**src/rtl/lfu_counter_bank.sv**
```systemverilog
// Four per-slot use-frequency counters feeding the LFU minimum finder.
// A saturated access triggers a four-cycle halving pass before the increment.
module lfu_counter_bank #(
  parameter int WIDTH = 3
) (
  input  logic             clk,
  input  logic             rst,
  input  logic             acc_valid,
  input  logic [1:0]       acc_idx,
  input  logic             fill_valid,
  input  logic [1:0]       fill_idx,
  output logic             ready,
  output logic [WIDTH-1:0] a,
  output logic [WIDTH-1:0] b,
  output logic [WIDTH-1:0] c,
  output logic [WIDTH-1:0] d,
  output logic             age_done
);

  localparam logic [WIDTH-1:0] MAX = '1;
  localparam logic [WIDTH-1:0] ONE = WIDTH'(1);

  typedef enum logic {IDLE, AGE} state_t;

  state_t           state;
  logic [1:0]       ptr;
  logic [1:0]       pidx;
  logic [WIDTH-1:0] cnt [4];

  logic             fill_go;
  logic             acc_go;
  logic [WIDTH-1:0] aged;

  assign ready = (state == IDLE);

  // A fill to the same slot as a concurrent access discards the access.
  always_comb begin
    fill_go = fill_valid && ready;
    acc_go  = acc_valid && ready &&
              !(fill_valid && (fill_idx == acc_idx));
  end

  assign aged = (cnt[ptr] >> 1) + ((ptr == pidx) ? ONE : '0);

  always_ff @(posedge clk) begin
    if (rst) begin
      state    <= IDLE;
      ptr      <= 2'd0;
      pidx     <= 2'd0;
      age_done <= 1'b0;
      for (int i = 0; i < 4; i++) cnt[i] <= '0;
    end else begin
      age_done <= 1'b0;
      unique case (state)
        IDLE: begin
          if (fill_go) cnt[fill_idx] <= ONE;
          if (acc_go) begin
            if (cnt[acc_idx] == MAX) begin
              pidx  <= acc_idx;
              ptr   <= 2'd0;
              state <= AGE;
            end else begin
              cnt[acc_idx] <= cnt[acc_idx] + ONE;
            end
          end
        end
        AGE: begin
          cnt[ptr] <= aged;
          ptr      <= ptr + 2'd1;
          if (ptr == 2'd3) begin
            age_done <= 1'b1;
            state    <= IDLE;
          end
        end
        default: state <= IDLE;
      endcase
    end
  end

  assign a = cnt[0];
  assign b = cnt[1];
  assign c = cnt[2];
  assign d = cnt[3];

endmodule
```
**config.mk**
```make
export PLATFORM = sky130hd
export DESIGN_NAME = lfu_counter_bank
export DESIGN_NICKNAME = d
export VERILOG_FILES = /design/src/rtl/lfu_counter_bank.sv
export SDC_FILE = /design/constraint.sdc
export NUM_CORES = 1
export LEC_CHECK = 0
export ABC_CLOCK_PERIOD_IN_PS = 7600
export BUFFER_PORTS_ARGS = -buffer_cell sky130_fd_sc_hd__buf_2
export CORE_ASPECT_RATIO = 1.5
export CORE_MARGIN = 4
export CORE_UTILIZATION = 45
export DETAILED_ROUTE_END_ITERATION = 10
export HOLD_SLACK_MARGIN = 0.05
export PLACE_DENSITY = 0.67
export SYNTH_ARGS = -nofsm -noshare
export SYNTH_HDL_FRONTEND = slang
export SYNTH_SLANG_ARGS = --single-unit
```
**constraint.sdc**
```tcl
create_clock -name clk -period 7.6 [get_ports clk]
set_clock_uncertainty 0.05 [all_clocks]
set_input_delay 1.14 -clock clk [delete_from_list [all_inputs] [get_ports clk]]
set_output_delay 1.14 -clock clk [all_outputs]
set_load 0.01 [all_outputs]
```
* Word-level counts from Yosys, hierarchy flattened
Memory sizes are Yosys's and may differ from the RTL's. A register that Yosys moved wholly into a read port is not among the register bits.
Cells that the tools add are included.
Widths: inputs -> output; s select.
** Storage, ports and cells
- Register bits after elaboration :: 6
- RAM bits :: 12
- Bits of input ports :: 8
- Output and inout bits :: 14
- Word-level logic and storage cells :: 60
- Memories kept :: 1
** Operators by class
- Add/subtract/negate cells :: 3
- Equal/unequal tests :: 6
- Muxes and demuxes :: 34
- Bitwise logic cells :: 1
- Reduce and logical (&&, ||, !) cells :: 11
** Memories
- cnt :: words 4, width 3, read ports 6, clocked after Yosys merged registers in 1, write ports 4, line 28 : logic [WIDTH-1:0] cnt [4];
** Operators by type and width (count)
- $mux 1 :: 22
- $mux 2 :: 7
- $mux 3 :: 3
- $reduce_or 3->1 :: 3
- $eq 2x2->1 :: 2
- $logic_and 1x1->1 :: 4
- $ne 2x1->1 const B :: 2
- $pmux 2 s2 :: 1
- $add 2x1->3 :: 1
- $add 3x1->3 const B :: 1
- $eq 3x3->1 const B :: 1
- $reduce_and 3->1 :: 1
- $add 2x1->2 const B :: 1
- $eq 2x2->1 const B :: 1
- $pmux 1 s2 :: 1
- $reduce_and 2->1 :: 1
- $reduce_or 2->1 :: 1
- $logic_not 1->1 :: 1
- $not 1->1 :: 1

* Longest topological paths before layout
Gate-level depths: netlist of the first run.
- Word-level depth :: 10
- Depth in mapped cells :: 8

* Least setup slack after synthesis of the first run
OpenSTA, ideal clock, no wires.
- Path type :: input to register
- Start :: input acc_idx[0]
- End :: memory cnt[0][0] (enable)
- Arrival :: 3425 ps
- Data required time :: 7243 ps
- Slack :: 3818 ps
- Stages :: 7
- Path through :: buf_2 -> mux4_2 -> ha_1 -> ha_1 -> or4b_4 -> or4_4 -> nand3b_1
** RTL lines
- start: declaration :: line 9 : input logic [1:0] acc_idx,
- end: declaration :: line 28

==> results of run 1 <==
-- worst max-delay path by stage --
stage                                      to  slack (ns)  depth (start not counted)
final                     cnt[3][1]$_DFFE_PP_        3.93                          7
after global routing      cnt[3][1]$_DFFE_PP_        3.79                          7
after CTS                 cnt[3][1]$_DFFE_PP_        3.94                          7
after detailed placement  cnt[3][1]$_DFFE_PP_        3.63                          7
after global placement    cnt[1][1]$_DFFE_PP_        3.71                          7
after floorplan           cnt[0][0]$_DFFE_PP_        3.82                          7
-- power groups by stage --
stage                     registers, mW  logic, mW  clock network, mW
after floorplan                   0.128     0.0259                  0
after global placement            0.128     0.0397                  0
after detailed placement          0.128     0.0403                  0
after CTS                         0.125     0.0406             0.0641
after global routing              0.126     0.0439             0.0698
final                             0.125     0.0403             0.0637
-- worst max-delay path, stage by stage --
cell     delay, ns
buf_2         0.21
mux4_2        0.59
ha_1          0.21
ha_1          0.22
or4b_4        0.51
nor3b_1       0.55
a21o_1        0.21
-- logic make-up (layout without fill, tap and decap cells) --
logic type,count (synthesis),after routing,share of synthesized area
AND/OR/NAND/NOR,31,31,0.168
AO/OA/AOI/OAI,24,24,0.139
flip-flops,20,20,0.442
buffers and inverters,10,30,0.0403
multiplexers,8,8,0.121
adder cells (fa/ha/maj),5,5,0.0531
XOR/XNOR,5,5,0.0372
-- cell usage after synthesis --
library cell	n
dfxtp_1	8
and3_1	1
nor3b_1	1
o21ai_0	3
buf_2	2
nor2_1	5
o2bb2ai_1	6
edfxtp_1	12
or4b_4	1
nand2_1	8
nand3b_1	3
xor2_1	2
o31ai_1	1
inv_1	5
or4_4	1
mux4_2	5
o22ai_1	3
a21oi_1	5
or2_2	1
a22o_1	2
nand2b_1	1
clkbuf_1	2
a21o_1	2
a31oi_1	2
mux2i_1	3
and3b_1	1
or4b_2	1
xnor2_1	3
nor3_1	2
nor4b_2	1
buf_6	1
nand3_1	1
or3b_1	1
ha_1	5
or3b_2	2
-- cells in the final DEF, fill, tap and decap left out, types with 5 or more instances in the layout --
cell type / instances
a21oi_1: 5
buf_2: 21
dfxtp_1: 8
edfxtp_1: 12
ha_1: 5
inv_1: 5
mux4_2: 5
nand2_1: 8
nor2_1: 5
o2bb2ai_1: 6
-- state kept, by name, indices dropped and copies added (netlist names), named ones only --
name	count
cnt	12
pidx	2
ptr	2
age_done	1
state	1
-- routing by layer --
metal	global-route usage	up-vias
li1	-	434
met4	0.105	0
met5	0	-
met2	0.246	53
met3	0.0232	11
met1	0.208	438
-- cell type report --
type,count,area (µm²)
Clock buffer,4,36.3
Fill cell,233,1160
Inverter,5,18.8
Multi-Input combinational cell,73,611
Sequential cell,20,520
Tap cell,24,30.0
Timing Repair Buffer,21,105
==> impl_metrics.json, run 1 <==
{
  "status": "completed",
  "r2r_slack_ns": 4.60,
  "hp-class": "flip-flop to flip-flop",
  "timing.setup.tns_ns": 0,
  "setup_viol": 0,
  "drive_above_1_share": 0.301,
  "cp_max_fo": 9,
  "comb_power_share": 0.176,
  "crit_start": "acc_idx[0]",
  "post-route-period-util": 0.483,
  "pin_count": 22,
  "reg2reg_depth": 6,
  "final_util": 0.533,
  "core-area_um2": 2480,
  "io_buffers": 21,
  "power_frac_seq": 0.547,
  "cts.sinks": 20,
  "avgSynthCellArea_um2": 11.4,
  "rsz0062_at_grt": "false",
  "worst_pin_slew_ns": 0.609,
  "critical_path_class": "input port to flip-flop",
  "min_from": "pidx[1]$_SDFFE_PP0P_",
  "insertedDiodeCount": 0,
  "dpl_cell_area_um2": 1280,
  "swShare": 0.268,
  "die_area_um2": 3520,
  "fin_crit_ns": 3.67,
  "holdBufCountCts": 0,
  "top_layer": "met4",
  "grt_pass1_vias": 859,
  "ys_top_cells_by_area": "edfxtp_1 (31%), dfxtp_1 (14%), mux4_2 (9.6%)",
  "fp.dieW_um": 49.8,
  "place.gp.congestion": 0.897,
  "grt_antenna_before_repair": 0,
  "dpl.hpwl_um": 2110,
  "yosysUniqueCellTypes": 35,
  "drtIter0Drc": 40,
  "cts_tree": "done",
  "whs_endpoint": "pidx[1]$_SDFFE_PP0P_",
  "placed_cells": 143,
  "leakagePower_nw": 0.523,
  "clock_latency_ns": 0.30,
  "stdcell_count": 147,
  "syn-num-nets": 116,
  "maxCapViolCount": 0,
  "crit_required_ns": 7.57,
  "min_path_cells": 2,
  "fmax_mhz": 273,
  "clk_pin_slew_ns": 0.12,
  "vias": 936,
  "critPathLaunchType": "input port",
  "postRouteAntennaNets": 0,
  "syn_inst": 103,
  "fin_ws_ns": 3.93,
  "drv_slew": 0,
  "synth_seq_area_share": 0.442,
  "rows": 22,
  "htreeDepth": 1,
  "worstReg2RegEnd": "cnt[3][1]$_DFFE_PP_",
  "ys_ff_latch": 20,
  "vdd_drop_max_uv": 110,
  "die_y_um": 70.7,
  "initial_utilization": 0.476,
  "gr-total-overflow": 0,
  "stdcell_area_um2": 1320,
  "wl_um": 2650,
  "slew_headroom": 0.593,
  "critPathArrivalTime_ns": 3.64,
  "crit_path_end_kind": "flip-flop",
  "synth_top_area_frac": 0.306,
  "wl_per_cell_um": 18.1,
  "wl_met1_um": 1080,
  "power_density_nw_per_um2": 174,
  "synth_area_um2": 1180,
  "via_per_inst": 6.37,
  "dp_slack_ns": 3.63,
  "grt_max_degree": 18,
  "numCtsBuffers": 3,
  "hold_viol": 0,
  "cts_buffer_depth": 2,
  "yosysTopAreaCell": "edfxtp_1",
  "p_clk_frac": 0.278,
  "cts_root_buf": "clkbuf_4",
  "intPower_mw": 0.168,
  "drc": 0,
  "grt_usage": 0.160,
  "area_delta_synth_final_pct": 12.1,
  "post-cts-setup-buffer-count": 0,
  "p_sw_mw": 0.0616,
  "r2r-start": "cnt[3][0]$_DFFE_PP_",
  "ys_warn_count": 0,
  "cts.repair.resized": 0,
  "grt_first_pass_wirelength_um": 4240,
  "whs_ns": 0.513,
  "routed-wl-met2_um": 1300,
  "dr.pass1.iters": 4,
  "dr_wl_met3_um": 172,
  "final_nets": 137,
  "total_power_mw": 0.230
}
Power figures use the tool's default switching activity.
==> inputs of run 2 (changes only) <==
Settings changed: ABC_CLOCK_PERIOD_IN_PS 7600 to 3600.
Clock period 7.6 ns to 3.6 ns, I/O delays scaled along.
==> run 2 against run 1 <==
First-iteration DRC count down 2.5%. Die area unchanged. Cell count up 0.68%. Sequential cell count stayed put. Critical path type unchanged. Largest cell class unchanged. Highest routed layer unchanged.
==> impl_metrics.json, run 2 (same netlist as run 1, synthesis figures left out) <==
{
  "vias": 948,
  "fin_crit_ns": 2.99,
  "largest_reg_flops": 12,
  "clock_latency_ns": 0.31,
  "p_clk_frac": 0.240,
  "status": "completed",
  "rows": 22,
  "postRouteAntennaNets": 0,
  "top_regs": "cnt (12), pidx (2), ptr (2)",
  "final_common_cell": "buf_2",
  "dpl.hpwl_um": 2220,
  "die_y_um": 70.7,
  "leakagePower_nw": 0.523,
  "power_frac_seq": 0.573,
  "drc": 0,
  "grt_pass1_vias": 910,
  "maxCapViolCount": 0,
  "hold_viol": 0,
  "met2_usage": 0.270,
  "worst_pin_slew_ns": 0.453,
  "grt_use_met3": 0.0232,
  "swShare": 0.275,
  "clk_pin_slew_ns": 0.12,
  "dr.pass1.iters": 4,
  "core-area_um2": 2480,
  "power_density_nw_per_um2": 352,
  "p_sw_mw": 0.128,
  "gr-usage-met1": 0.205,
  "whs_ns": 0.487,
  "cp_max_fo": 9,
  "placed_cells": 144,
  "largest_register": "cnt",
  "post-cts-setup-buffer-count": 0,
  "crit_path_end_kind": "flip-flop",
  "slew_headroom": 0.697,
  "final_nets": 138,
  "cts_root_buf": "clkbuf_4",
  "gr-total-overflow": 0,
  "cp_num_buf_inv": 1,
  "stdcell_area_um2": 1320,
  "rsz0062_at_grt": "false",
  "cts.repair.resized": 0,
  "initial_utilization": 0.476,
  "htreeDepth": 1,
  "grt_first_pass_wirelength_um": 4530,
  "insertedDiodeCount": 0,
  "cts.sinks": 20,
  "io_buffers": 21,
  "numCtsBuffers": 3,
  "holdBufCountCts": 0,
  "die_area_um2": 3520,
  "final_cell_mix": "buf_2 (21), edfxtp_1 (12), nand2_1 (8), dfxtp_1 (8), o2bb2ai_1 (6)",
  "pin_count": 22,
  "place.gp.congestion": 0.904,
  "cts_tree": "done",
  "drv_slew": 0,
  "wl_per_cell_um": 18.9,
  "vdd_drop_max_uv": 266,
  "dpl_cell_area_um2": 1290,
  "cp_slowest_cell": "mux4_2",
  "timing.setup.tns_ns": 0,
  "via_per_inst": 6.41,
  "critical_path_class": "input port to flip-flop",
  "crit_chain": "buf_2, mux4_2, ha_1, ha_1, or4b_4, or4_4, nand3b_1",
  "path_common_cell": "ha_1",
  "drive_above_1_share": 0.298,
  "grt_antenna_before_repair": 0,
  "comb_power_share": 0.187,
  "intPower_mw": 0.336,
  "fmax_mhz": 335,
  "fp.dieW_um": 49.8,
  "busiest_layer": "met2",
  "post-route-period-util": 0.830,
  "drtIter0Drc": 39,
  "final_util": 0.532,
  "setup_viol": 0,
  "crit_required_ns": 3.58,
  "grt_usage": 0.170,
  "stdcell_count": 148,
  "cpPeakStageDelay_ns": 0.58,
  "grt_max_degree": 18,
  "cts_buffer_depth": 2,
  "critPathArrivalTime_ns": 2.97,
  "wl_um": 2800,
  "critPathLaunchType": "input port",
  "hp-class": "flip-flop to flip-flop",
  "cpLargestDelayFamily": "simple AND/OR/NAND/NOR gates",
  "area_delta_synth_final_pct": 11.9
}
run 2: path summary, 6_finish.rpt:
path	startpoint	to	slack [ns]	cells past startpoint
worst min register to register	pidx[1]$_SDFFE_PP0P_	pidx[1]$_SDFFE_PP0P_	0.49	2
worst max-delay path	acc_idx[0]	cnt[0][1]$_DFFE_PP_	0.61	7
worst min-delay path	pidx[1]$_SDFFE_PP0P_	pidx[1]$_SDFFE_PP0P_	0.49	2
worst max register to register	cnt[3][0]$_DFFE_PP_	cnt[0][1]$_DFFE_PP_	0.65	6
run 2: layout make-up:
| class | instances | area (µm²) |
|---|---|---|
| Sequential cell | 20 | 520 |
| Inverter | 5 | 18.8 |
| Tap cell | 24 | 30.0 |
| Clock buffer | 4 | 26.3 |
| Multi-Input combinational cell | 73 | 611 |
| Fill cell | 237 | 1160 |
| Timing Repair Buffer | 22 | 113 |
run 2: worst register-to-register path: stages (launching register included):
cell      delay (ns)
edfxtp_1        0.45
mux4_2          0.54
ha_1            0.21
ha_1            0.24
or4b_4          0.52
or4_4           0.52
nand3b_1        0.16
run 2: metal layers:
metal / routed length (µm) / vias to the layer above
met5: 0 / -
met4: 201 / 0
met3: 187 / 19
met2: 1350 / 51
met1: 1070 / 440
li1: - / 438
run 2: power by group through the flow:
stage / sequential (mW) / combinational, mW / clock [mW]
floorplan: 0.271 / 0.0547 / 0
global placement: 0.271 / 0.0846 / 0
detailed placement: 0.272 / 0.0856 / 0
CTS: 0.266 / 0.0861 / 0.112
global route: 0.268 / 0.0938 / 0.122
finish: 0.266 / 0.0868 / 0.111
run 2: through the flow:
step	setup slack (ns)	total power, mW
global placement	0.337	0.356
global route	0.532	0.484
detailed placement	0.276	0.357
CTS	0.607	0.465
finish	0.613	0.464
floorplan	0.418	0.326
